===== config.mk =====
export PLATFORM = sky130hd
export DESIGN_NAME = combo_lock_ctrl
export DESIGN_NICKNAME = d
export VERILOG_FILES = /design/src/rtl/combo_lock_pkg.sv /design/src/rtl/btn_debounce.sv /design/src/rtl/combo_lock_ctrl.sv
export SDC_FILE = /design/constraint.sdc
export NUM_CORES = 1
export LEC_CHECK = 0
export CAP_MARGIN = 15
export CORE_ASPECT_RATIO = 0.6
export CORE_MARGIN = 3
export CORE_UTILIZATION = 60
export CTS_BUF_LIST = sky130_fd_sc_hd__clkbuf_8
export DETAILED_ROUTE_END_ITERATION = 8
export GPL_TIMING_DRIVEN = 0
export PLACE_DENSITY = 0.91
export SYNTH_ARGS = -nofsm -noshare
export SYNTH_HDL_FRONTEND = slang
export SYNTH_SLANG_ARGS = --single-unit

===== constraint.sdc =====
create_clock -name clk_pin -period 4.3 [get_ports clk_pin]
set_input_delay 0.86 -clock clk_pin [delete_from_list [all_inputs] [get_ports clk_pin]]
set_output_delay 0.86 -clock clk_pin [all_outputs]
set_load 0.02 [all_outputs]

===== src/rtl/combo_lock_pkg.sv =====
// Shared definitions for the combination-lock controller: state encoding,
// LED bit positions and the LED packing helper.
package combo_lock_pkg;

  typedef enum logic [1:0] {
    LOCKED  = 2'd0,
    OPEN    = 2'd1,
    LOCKOUT = 2'd2
  } state_t;

  localparam int LED_OPEN      = 0;
  localparam int LED_LOCK      = 1;
  localparam int LED_FAIL_LO   = 2;
  localparam int LED_FAIL_HI   = 3;
  localparam int LED_LAST_FAIL = 4;

  function automatic logic [15:0] led_map(input state_t st, input logic [1:0] fail_cnt,
                                          input logic last_fail);
    logic [15:0] led;
    led = 16'h0000;
    led[LED_OPEN]                  = (st == OPEN);
    led[LED_LOCK]                  = (st == LOCKOUT);
    led[LED_FAIL_HI:LED_FAIL_LO]   = fail_cnt;
    led[LED_LAST_FAIL]             = last_fail;
    return led;
  endfunction

endpackage


===== src/rtl/btn_debounce.sv =====
// Raw button conditioner: 2-FF synchronizer, stability counter and a
// registered one-cycle pulse on each debounced rising edge.
module btn_debounce #(
  parameter int DEBOUNCE_CYCLES = 1000000
) (
  input  logic clk,
  input  logic rst,
  input  logic raw,
  output logic pulse
);

  localparam int CW = $clog2(DEBOUNCE_CYCLES + 1);

  logic          sync1, sync2, level;
  logic [CW-1:0] cnt;

  // The counter runs only while the synchronized input disagrees with the
  // debounced level; any return to agreement restarts the stability window.
  always_ff @(posedge clk) begin
    if (rst) begin
      sync1 <= 1'b0;
      sync2 <= 1'b0;
      level <= 1'b0;
      pulse <= 1'b0;
      cnt   <= '0;
    end else begin
      sync1 <= raw;
      sync2 <= sync1;
      pulse <= 1'b0;
      if (sync2 == level) begin
        cnt <= '0;
      end else if (cnt == CW'(DEBOUNCE_CYCLES - 1)) begin
        level <= sync2;
        pulse <= sync2;
        cnt   <= '0;
      end else begin
        cnt <= cnt + 1'b1;
      end
    end
  end

endmodule


===== src/rtl/combo_lock_ctrl.sv =====
// Board top for the combination lock: debounced Enter/Set-key buttons, key
// register, failed-attempt counter with timed lockout, and status LEDs.
module combo_lock_ctrl
  import combo_lock_pkg::*;
#(
  parameter int              CODE_W          = 3,
  parameter logic [CODE_W-1:0] KEY_RESET     = 3'b000,
  parameter int              MAX_TRIES       = 3,
  parameter int              DEBOUNCE_CYCLES = 1000000,
  parameter int              LOCKOUT_CYCLES  = 500000000
) (
  input  logic        clk_pin,
  input  logic        rst_pin,
  input  logic [7:0]  sw_pin,
  input  logic [1:0]  btn_pin,
  output logic [15:0] led_pin
);

  localparam int TW = $clog2(LOCKOUT_CYCLES + 1);

  logic enter_p, set_p;

  btn_debounce #(.DEBOUNCE_CYCLES(DEBOUNCE_CYCLES)) u_enter (
    .clk(clk_pin), .rst(rst_pin), .raw(btn_pin[0]), .pulse(enter_p)
  );

  btn_debounce #(.DEBOUNCE_CYCLES(DEBOUNCE_CYCLES)) u_set (
    .clk(clk_pin), .rst(rst_pin), .raw(btn_pin[1]), .pulse(set_p)
  );

  state_t            state_q, state_d;
  logic [CODE_W-1:0] key_q, key_d;
  logic [1:0]        fail_q, fail_d;
  logic              last_q, last_d;
  logic [TW-1:0]     timer_q, timer_d;
  logic              match;
  logic              unused_sw;

  assign unused_sw = ^sw_pin[4:3];
  assign match     = (sw_pin[CODE_W-1:0] == key_q);

  always_ff @(posedge clk_pin) begin
    if (rst_pin) begin
      state_q <= LOCKED;
      key_q   <= KEY_RESET;
      fail_q  <= 2'd0;
      last_q  <= 1'b0;
      timer_q <= '0;
      led_pin <= 16'h0000;
    end else begin
      state_q <= state_d;
      key_q   <= key_d;
      fail_q  <= fail_d;
      last_q  <= last_d;
      timer_q <= timer_d;
      led_pin <= led_map(state_d, fail_d, last_d);
    end
  end

  always_comb begin
    state_d = state_q;
    key_d   = key_q;
    fail_d  = fail_q;
    last_d  = last_q;
    timer_d = timer_q;
    case (state_q)
      LOCKED: begin
        if (enter_p) begin
          if (match) begin
            state_d = OPEN;
            fail_d  = 2'd0;
            last_d  = 1'b0;
          end else begin
            last_d = 1'b1;
            if (({1'b0, fail_q} + 3'd1) == 3'(MAX_TRIES)) begin
              state_d = LOCKOUT;
              timer_d = TW'(LOCKOUT_CYCLES - 1);
              fail_d  = 2'(MAX_TRIES);
            end else begin
              fail_d = fail_q + 2'd1;
            end
          end
        end
      end
      OPEN: begin
        // Enter takes priority so a simultaneous Set-key never rewrites the key.
        if (enter_p) begin
          state_d = LOCKED;
        end else if (set_p) begin
          key_d = sw_pin[5 +: CODE_W];
        end
      end
      LOCKOUT: begin
        if (timer_q == '0) begin
          state_d = LOCKED;
          fail_d  = 2'd0;
          last_d  = 1'b0;
        end else begin
          timer_d = timer_q - 1'b1;
        end
      end
      default: state_d = LOCKED;
    endcase
  end

endmodule


==> impl_metrics.ini, run 1 <==
[clock_network]
tritoncts_num_sinks = 87
ctsHtreeMaxLevel = 3
cts_hold_buffers = 0
clock_input_transition_at_the_sequential_cells_of_the_worst_setup_and_hold_paths_ps = 80
cts_inserted_buffers = 9
cts_root_buf = clkbuf_8
clock_insertion_delay_worst_skew_ps = 370
cts.repair_timing.setup_buffer_count = 0
cts_tree = built
buffers_from_clock_root_to_sink_at_most = 2
post_cts.resized_instances = 0

[global_route]
total_track_usage = 0.263
first_global_vias = 3561
antenna_violations_before_repair = 0
grt-ovfl-total = 0
grt_start_max_net_pins = 14
grt_pass1_wl_um = 17200

[timing]
fin_skew_ps = 11.2
min_period_over_period = 0.703
max-slew-margin-rel = 0.229
timing.final.max_slew_violations = 0
top_achievable_clock_speed_ghz = 0.331
timing.hold.ws_ps = 439
grt_setup_unrepaired = no
timing.final.setup_violations = 0
final_hold_viol_count = 0
tightest_slew_ps = 1150
fin_setup_tns_ps = 0
fin_crit_ps = 3020

[synth]
yosys_most_used_dff = dfxtp_1
number_of_distinct_standard_cells_referenced_by_the_synthesized_netlist = 51
synthesis.instances = 490
number_of_enable_type_register_cells_in_the_synthesized_netlist = 0
post_synth_main_area_contributors = dfxtp_1 (41%), nor2_1 (6.6%), xnor2_1 (4.4%)
synth_area_per_cell_um2 = 8.62
yosysTopAreaCellShare = 0.412
netlist.top_cell.by_area = dfxtp_1
synth-seq-cells = 87
synth_common_cells = dfxtp_1 (87), nor2_1 (74), nor3_1 (28)
synth-seq-area-share = 0.412
mappedNetlistArea_mm2 = 0.00422
ys_async_sr_fraction = 0
synth_most_common_cell = dfxtp_1
yosysWarnings = 0

[die]
die_y_um = 71.0
core_ar_mm2 = 0.00644
num_rows = 22
floorplan.die_area_mm2 = 0.00811
floorplan_die_width_um = 114
io-pin-count = 28
initial_core_util = 0.656

[placement]
gpl.final_weighted_congestion = 0.974
placed_area_mm2 = 0.00450
io_buffer_count = 13
detailed_place_hpwl_um = 7370

[run]
max_cap_violations = 0

[outcome]
outcome = finished clean

[setup_path]
worstReg2RegStart = timer_q[15]$_SDFFE_PP0P_
crit_path_start_kind = register
regToRegEndpoint = timer_q[3]$_SDFFE_PP0P_
critical_path_class = register to register
setup.worst_path.start = timer_q[15]$_SDFFE_PP0P_
worst_ep_arrival_time_ps = 3210
r2r_slack_ps = 1280
cp_data_required_time_ps = 4490
category_of_the_worst_setup_path_capture_point = register
reg2reg_depth = 6
path_max_fanout = 10
setup.worst_path.end = timer_q[3]$_SDFFE_PP0P_

[pwr]
p_clk_frac = 0.400
internal_power_mw = 1.12
comb_power_share = 0.032
max_vdd_drop_uv = 243
totalPowerFinal_mw = 1.42
cellLeakagePower_nw = 1.62
power_frac_seq = 0.568
power.switching_fraction = 0.214
power.density_cell_area_mw_per_mm2 = 303
net-switching-power_mw = 0.304

[layout]
finalNetCount = 541
layout_overhead_on_the_synthesized_area_pct = 11.3
finish.utilization = 0.730
num_antenna_cells = 0
drive_above_1_share = 0.0794
final_instance_area_mm2 = 0.00470

[route]
wl_per_cell_um = 16.6
route.antenna.remaining_nets = 0
drtIter0Drc = 521
route.detailed.drc = 0
number_of_iterations_in_the_first_detailed_routing_pass = 5
route.detailed.vias_per_inst = 6.27
finalWirelength_um = 10100
dr_total_vias = 3843

[hold_path]
min_path_type = register to register
==> critical path, cell delays in order (launching register included) <==
cell	delay (ps)
dfxtp_1	360
or4_1	610
nor4b_4	530
nand4_1	530
clkbuf_1	440
a31oi_1	300
a311oi_1	80
==> how the worst min path moves through the flow <==
stage / end / cells after the start / slack (ps) / startpoint
after CTS: u_enter.cnt[0]$_SDFF_PP0_ / 1 / 450 / u_enter.cnt[0]$_SDFF_PP0_
after global routing: u_enter.cnt[0]$_SDFF_PP0_ / 1 / 470 / u_enter.cnt[0]$_SDFF_PP0_
after global placement: u_enter.cnt[0]$_SDFF_PP0_ / 1 / 430 / u_enter.cnt[0]$_SDFF_PP0_
after floorplan: u_enter.cnt[0]$_SDFF_PP0_ / 1 / 410 / u_enter.cnt[0]$_SDFF_PP0_
final: u_enter.cnt[0]$_SDFF_PP0_ / 1 / 440 / u_enter.cnt[0]$_SDFF_PP0_
after detailed placement: u_enter.cnt[0]$_SDFF_PP0_ / 1 / 430 / u_enter.cnt[0]$_SDFF_PP0_
==> cell usage in the layout, fill, tap and decap left out, types with 5 or more instances in the layout <==
cell	n
dfxtp_1	87
a31oi_1	12
a311oi_1	12
nor2_1	74
clkdlybuf4s50_1	13
a211oi_1	8
nor4_1	11
nor3_1	28
buf_4	12
mux2i_1	7
or4_1	9
nand2_1	25
o31ai_1	10
and3_1	6
a21oi_1	11
nand3_1	17
conb_1	11
xnor2_1	21
nand2b_1	5
o21ai_0	6
nor4b_1	7
nand4_1	11
clkbuf_8	11
clkbuf_1	17
xor2_1	20
or3_1	10
nor2b_1	5
inv_1	11
==> power groups by stage <==
stage | clock [mW] | sequential (mW) | combinational (mW)
floorplan | 0 | 0.827 | 0.0312
global placement | 0 | 0.827 | 0.0444
detailed placement | 0 | 0.828 | 0.0450
CTS | 0.580 | 0.808 | 0.0450
global route | 0.618 | 0.809 | 0.0500
finish | 0.569 | 0.809 | 0.0460
==> state kept, by name, summed over array words and instances, names as in the netlist, named ones only <==
| register | count |
|---|---|
| u_enter.sync1 | 1 |
| u_enter.pulse | 1 |
| u_set.sync1 | 1 |
| u_set.pulse | 1 |
| timer_q | 29 |
| state_q | 2 |
| u_set.cnt | 20 |
| key_q | 3 |
| u_enter.cnt | 20 |
| led_pin | 2 |
| u_set.sync2 | 1 |
| u_set.level | 1 |
| u_enter.sync2 | 1 |
| u_enter.level | 1 |
==> through the flow <==
stage,cells,setup slack [ps]
3_5_place_dp,597,1030
5_1_grt,613,1120
4_1_cts,612,1390
6_report,613,1280
3_3_place_gp,597,1100
2_1_floorplan,500,1680
==> layout make-up <==
cell class / instances / area [µm²]
clock buffer: 11 / 151
inverter: 10 / 37.5
tap: 84 / 105
clock inverter: 4 / 46.3
buffer: 34 / 178
sequential: 87 / 1740
multi-input combinational: 369 / 2300
fill: 478 / 1740
timing repair buffer: 14 / 138
==> kinds of logic (layout without fill, tap and decap cells) <==
kind of cell    after synthesis  count (layout)  synth area share
compound gates               72              72             0.124
xor+xnor                     41              41            0.0850
fa+ha+maj                     4               4            0.0119
buf+inv                      44              73            0.0510
flops                        87              87             0.412
mux                           8               8            0.0193
other cells                   1              11          0.000888
simple gates                233             233             0.296
==> per-layer routing <==
metal / routed length (µm) / up-vias / track usage
li1: - / 1840 / -
met4: 136 / 0 / 0.0856
met3: 964 / 20 / 0.0769
met5: 0 / - / 0
met2: 4290 / 180 / 0.378
met1: 4750 / 1803 / 0.379
(Power assumes the default switching activity.)
==> run 2: changes to the inputs <==
--- a/config.mk
+++ b/config.mk
@@ -8,11 +8,11 @@
 export CAP_MARGIN = 15
 export CORE_ASPECT_RATIO = 0.6
 export CORE_MARGIN = 3
-export CORE_UTILIZATION = 60
+export CORE_UTILIZATION = 55
 export CTS_BUF_LIST = sky130_fd_sc_hd__clkbuf_8
 export DETAILED_ROUTE_END_ITERATION = 8
 export GPL_TIMING_DRIVEN = 0
-export PLACE_DENSITY = 0.91
+export PLACE_DENSITY = 0.88
 export SYNTH_ARGS = -nofsm -noshare
 export SYNTH_HDL_FRONTEND = slang
 export SYNTH_SLANG_ARGS = --single-unit
==> constraint.sdc (replaced) <==
create_clock -name clk_pin -period 2.59 [get_ports clk_pin]
set_input_delay 0.518 -clock clk_pin [delete_from_list [all_inputs] [get_ports clk_pin]]
set_output_delay 0.518 -clock clk_pin [all_outputs]
set_load 0.02 [all_outputs]
==> run 2 against run 1 <==
Net effect: the flow now finishes with violations (setup timing); critical path depth grew 1; register-to-register slack lost 1300 ps; sequential share of layout area shrank 1.5 points; first-iteration DRC count grew 21%; total power grew 74%; non-clock buffer count grew 8; combinational power grew 68%; core utilization shrank 6.2 points; global-route usage shrank 1.3 points.
==> impl_metrics.ini, run 2 (synthesis results as in run 1) <==
[setup_path]
critical_path_class = register to register
category_of_the_worst_setup_path_capture_point = register
crit_path_start_kind = register
regToRegEndpoint = timer_q[23]$_SDFFE_PP0P_
crit_path_max_incr_delay_ps = 600
worstReg2RegStart = timer_q[15]$_SDFFE_PP0P_
cp_data_required_time_ps = 2850
reg2reg_depth = 7
r2r_slack_ps = -8
worst_ep_arrival_time_ps = 2860
path_max_fanout = 10
cpMaxStageDelayCell = or4_4
crit_path_cell_trace = or4_4 > nor4b_4 > and4_1 > buf_2 > clkbuf_4 > nor2_1 > a311oi_1

[placement]
place_ws_ps = -369
io_buffer_count = 13
gpl.final_weighted_congestion = 0.939
detailed_place_hpwl_um = 7510

[clock_network]
buffers_from_clock_root_to_sink_at_most = 2
cts_tree = built
cts_inserted_buffers = 9
clock_input_transition_at_the_sequential_cells_of_the_worst_setup_and_hold_paths_ps = 90
ctsHtreeMaxLevel = 3
tritoncts_num_sinks = 87
cts_hold_buffers = 0
cts_root_buf = clkbuf_8
clock_insertion_delay_worst_skew_ps = 370

[global_route]
grt_pass1_wl_um = 17500
grt-ovfl-total = 0
first_global_vias = 3598
grt_start_max_net_pins = 15
total_track_usage = 0.250
antenna_violations_before_repair = 0

[outcome]
outcome = finished, violations left
violations_in_the_final_reports = setup timing

[pwr]
max_vdd_drop_uv = 274
power.density_cell_area_mw_per_mm2 = 504
cellLeakagePower_nw = 1.68

[hold_path]
timing.hold.worst_endpoint = u_enter.sync2$_SDFF_PP0_
min_path_type = register to register
hold-path-cell-count = 1
hold_path_startpoint = u_enter.sync1$_SDFF_PP0_

[layout]
flip_flop_count_of_the_largest_register_after_layout = 29
num_antenna_cells = 0
finalNetCount = 549
layout_overhead_on_the_synthesized_area_pct = 16.3
drive_above_1_share = 0.125
mostFrequentLayoutCell = dfxtp_1
top_register = timer_q
reg.largest.list = timer_q x29, u_enter.cnt x20, u_set.cnt x20
layout_common_cells = dfxtp_1 (85), nor2_1 (74), nor3_1 (26)
fillers = 562

[route]
dr_total_vias = 3947
finalWirelength_um = 10800
drtIter0Drc = 632
route.detailed.drc = 0
route.detailed.vias_per_inst = 6.15
wl_per_cell_um = 16.8
number_of_iterations_in_the_first_detailed_routing_pass = 5
route.antenna.remaining_nets = 0

[die]
initial_core_util = 0.574
num_rows = 24
core_ar_mm2 = 0.00736
floorplan_die_width_um = 119
die_y_um = 73.9
io-pin-count = 28
floorplan.die_area_mm2 = 0.00880

[timing]
min_period_over_period = 1.00
final_hold_viol_count = 0
fin_skew_ps = 8.51
fin_setup_tns_ps = -8.13
timing.final.setup_violations = 1
top_achievable_clock_speed_ghz = 0.385
timing.final.max_slew_violations = 0
fin_crit_ps = 2600
final_critical_path_setup_slack_ps = -8.13
tightest_slew_ps = 882
max-slew-margin-rel = 0.406

[run]
max_cap_violations = 0
[run 2: how the worst max path moves through the flow]
stage / end / from / depth (start not counted) / slack (ps)
2_1_floorplan: timer_q[22]$_SDFFE_PP0P_ / timer_q[0]$_SDFFE_PP0P_ / 8 / -20
3_3_place_gp: register / timer_q[15]$_SDFFE_PP0P_ / 6 / -320
3_5_place_dp: timer_q[2]$_SDFFE_PP0P_ / timer_q[15]$_SDFFE_PP0P_ / 6 / -370
4_1_cts: timer_q[22]$_SDFFE_PP0P_ / timer_q[0]$_SDFFE_PP0P_ / 8 / -80
5_1_grt: timer_q[23]$_SDFFE_PP0P_ / timer_q[15]$_SDFFE_PP0P_ / 7 / -10
6_report: timer_q[23]$_SDFFE_PP0P_ / timer_q[15]$_SDFFE_PP0P_ / 7 / -8
[run 2: worst max-delay path: cells and delay by family, from the launching register on]
family | cells | cell delay [ps]
AOI/OAI and AO/OA | 1 | 320
buffers and inverters | 2 | 500
DFF | 1 | 380
and+or+nand+nor | 4 | 1300
[run 2: stage by stage]
| step | instance area [µm²] | cells | hold slack, ps | power [mW] | utilization |
|---|---|---|---|---|---|
| floorplan | 4260 | 500 | 413 | 1.43 | - |
| global placement | 4520 | 617 | 422 | 1.45 | 0.615 |
| CTS | 4850 | 641 | 439 | 2.48 | 0.660 |
| global route | 4910 | 642 | 457 | 2.55 | 0.668 |
| detailed placement | 4520 | 617 | 420 | 1.45 | 0.615 |
| finish | 4910 | 642 | 438 | 2.48 | 0.668 |
[run 2: repair_timing]
| item | CTS | global route |
|---|---|---|
| setup buffers | 8 | 1 |
| setup endpoints to repair | 30 | 21 |
| pin swaps | 7 | 5 |
| resized for setup | 12 | 17 |
[run 2: per-layer routing]
| layer | up-vias | GRT usage | part of all wire |
|---|---|---|---|
| li1 | 1845 | - | - |
| met1 | 1850 | 0.338 | 0.44 |
| met2 | 219 | 0.381 | 0.44 |
| met3 | 33 | 0.0777 | 0.10 |
| met4 | 0 | 0.0847 | 0.016 |
| met5 | - | 0 | 0 |
[run 2: power by group]
part | switching (mW) | internal (mW) | total [mW]
combinational | 0.0467 | 0.0309 | 0.0775
sequential | 0.00229 | 1.34 | 1.34
clock | 0.492 | 0.566 | 1.06
total | 0.541 | 1.94 | 2.48
[run 2: layout make-up]
| type | instances | area, µm² | area share |
|---|---|---|---|
| clock buffers | 10 | 138 | 0.0280 |
| inverters | 10 | 37.5 | 0.00764 |
| plain buffers | 33 | 185 | 0.0377 |
| well taps | 104 | 130 | 0.0265 |
| clock inverters | 6 | 85.1 | 0.0173 |
| flip-flops and latches | 87 | 1750 | 0.356 |
| repair buffers | 23 | 203 | 0.0413 |
| multi-input cells | 369 | 2390 | 0.486 |
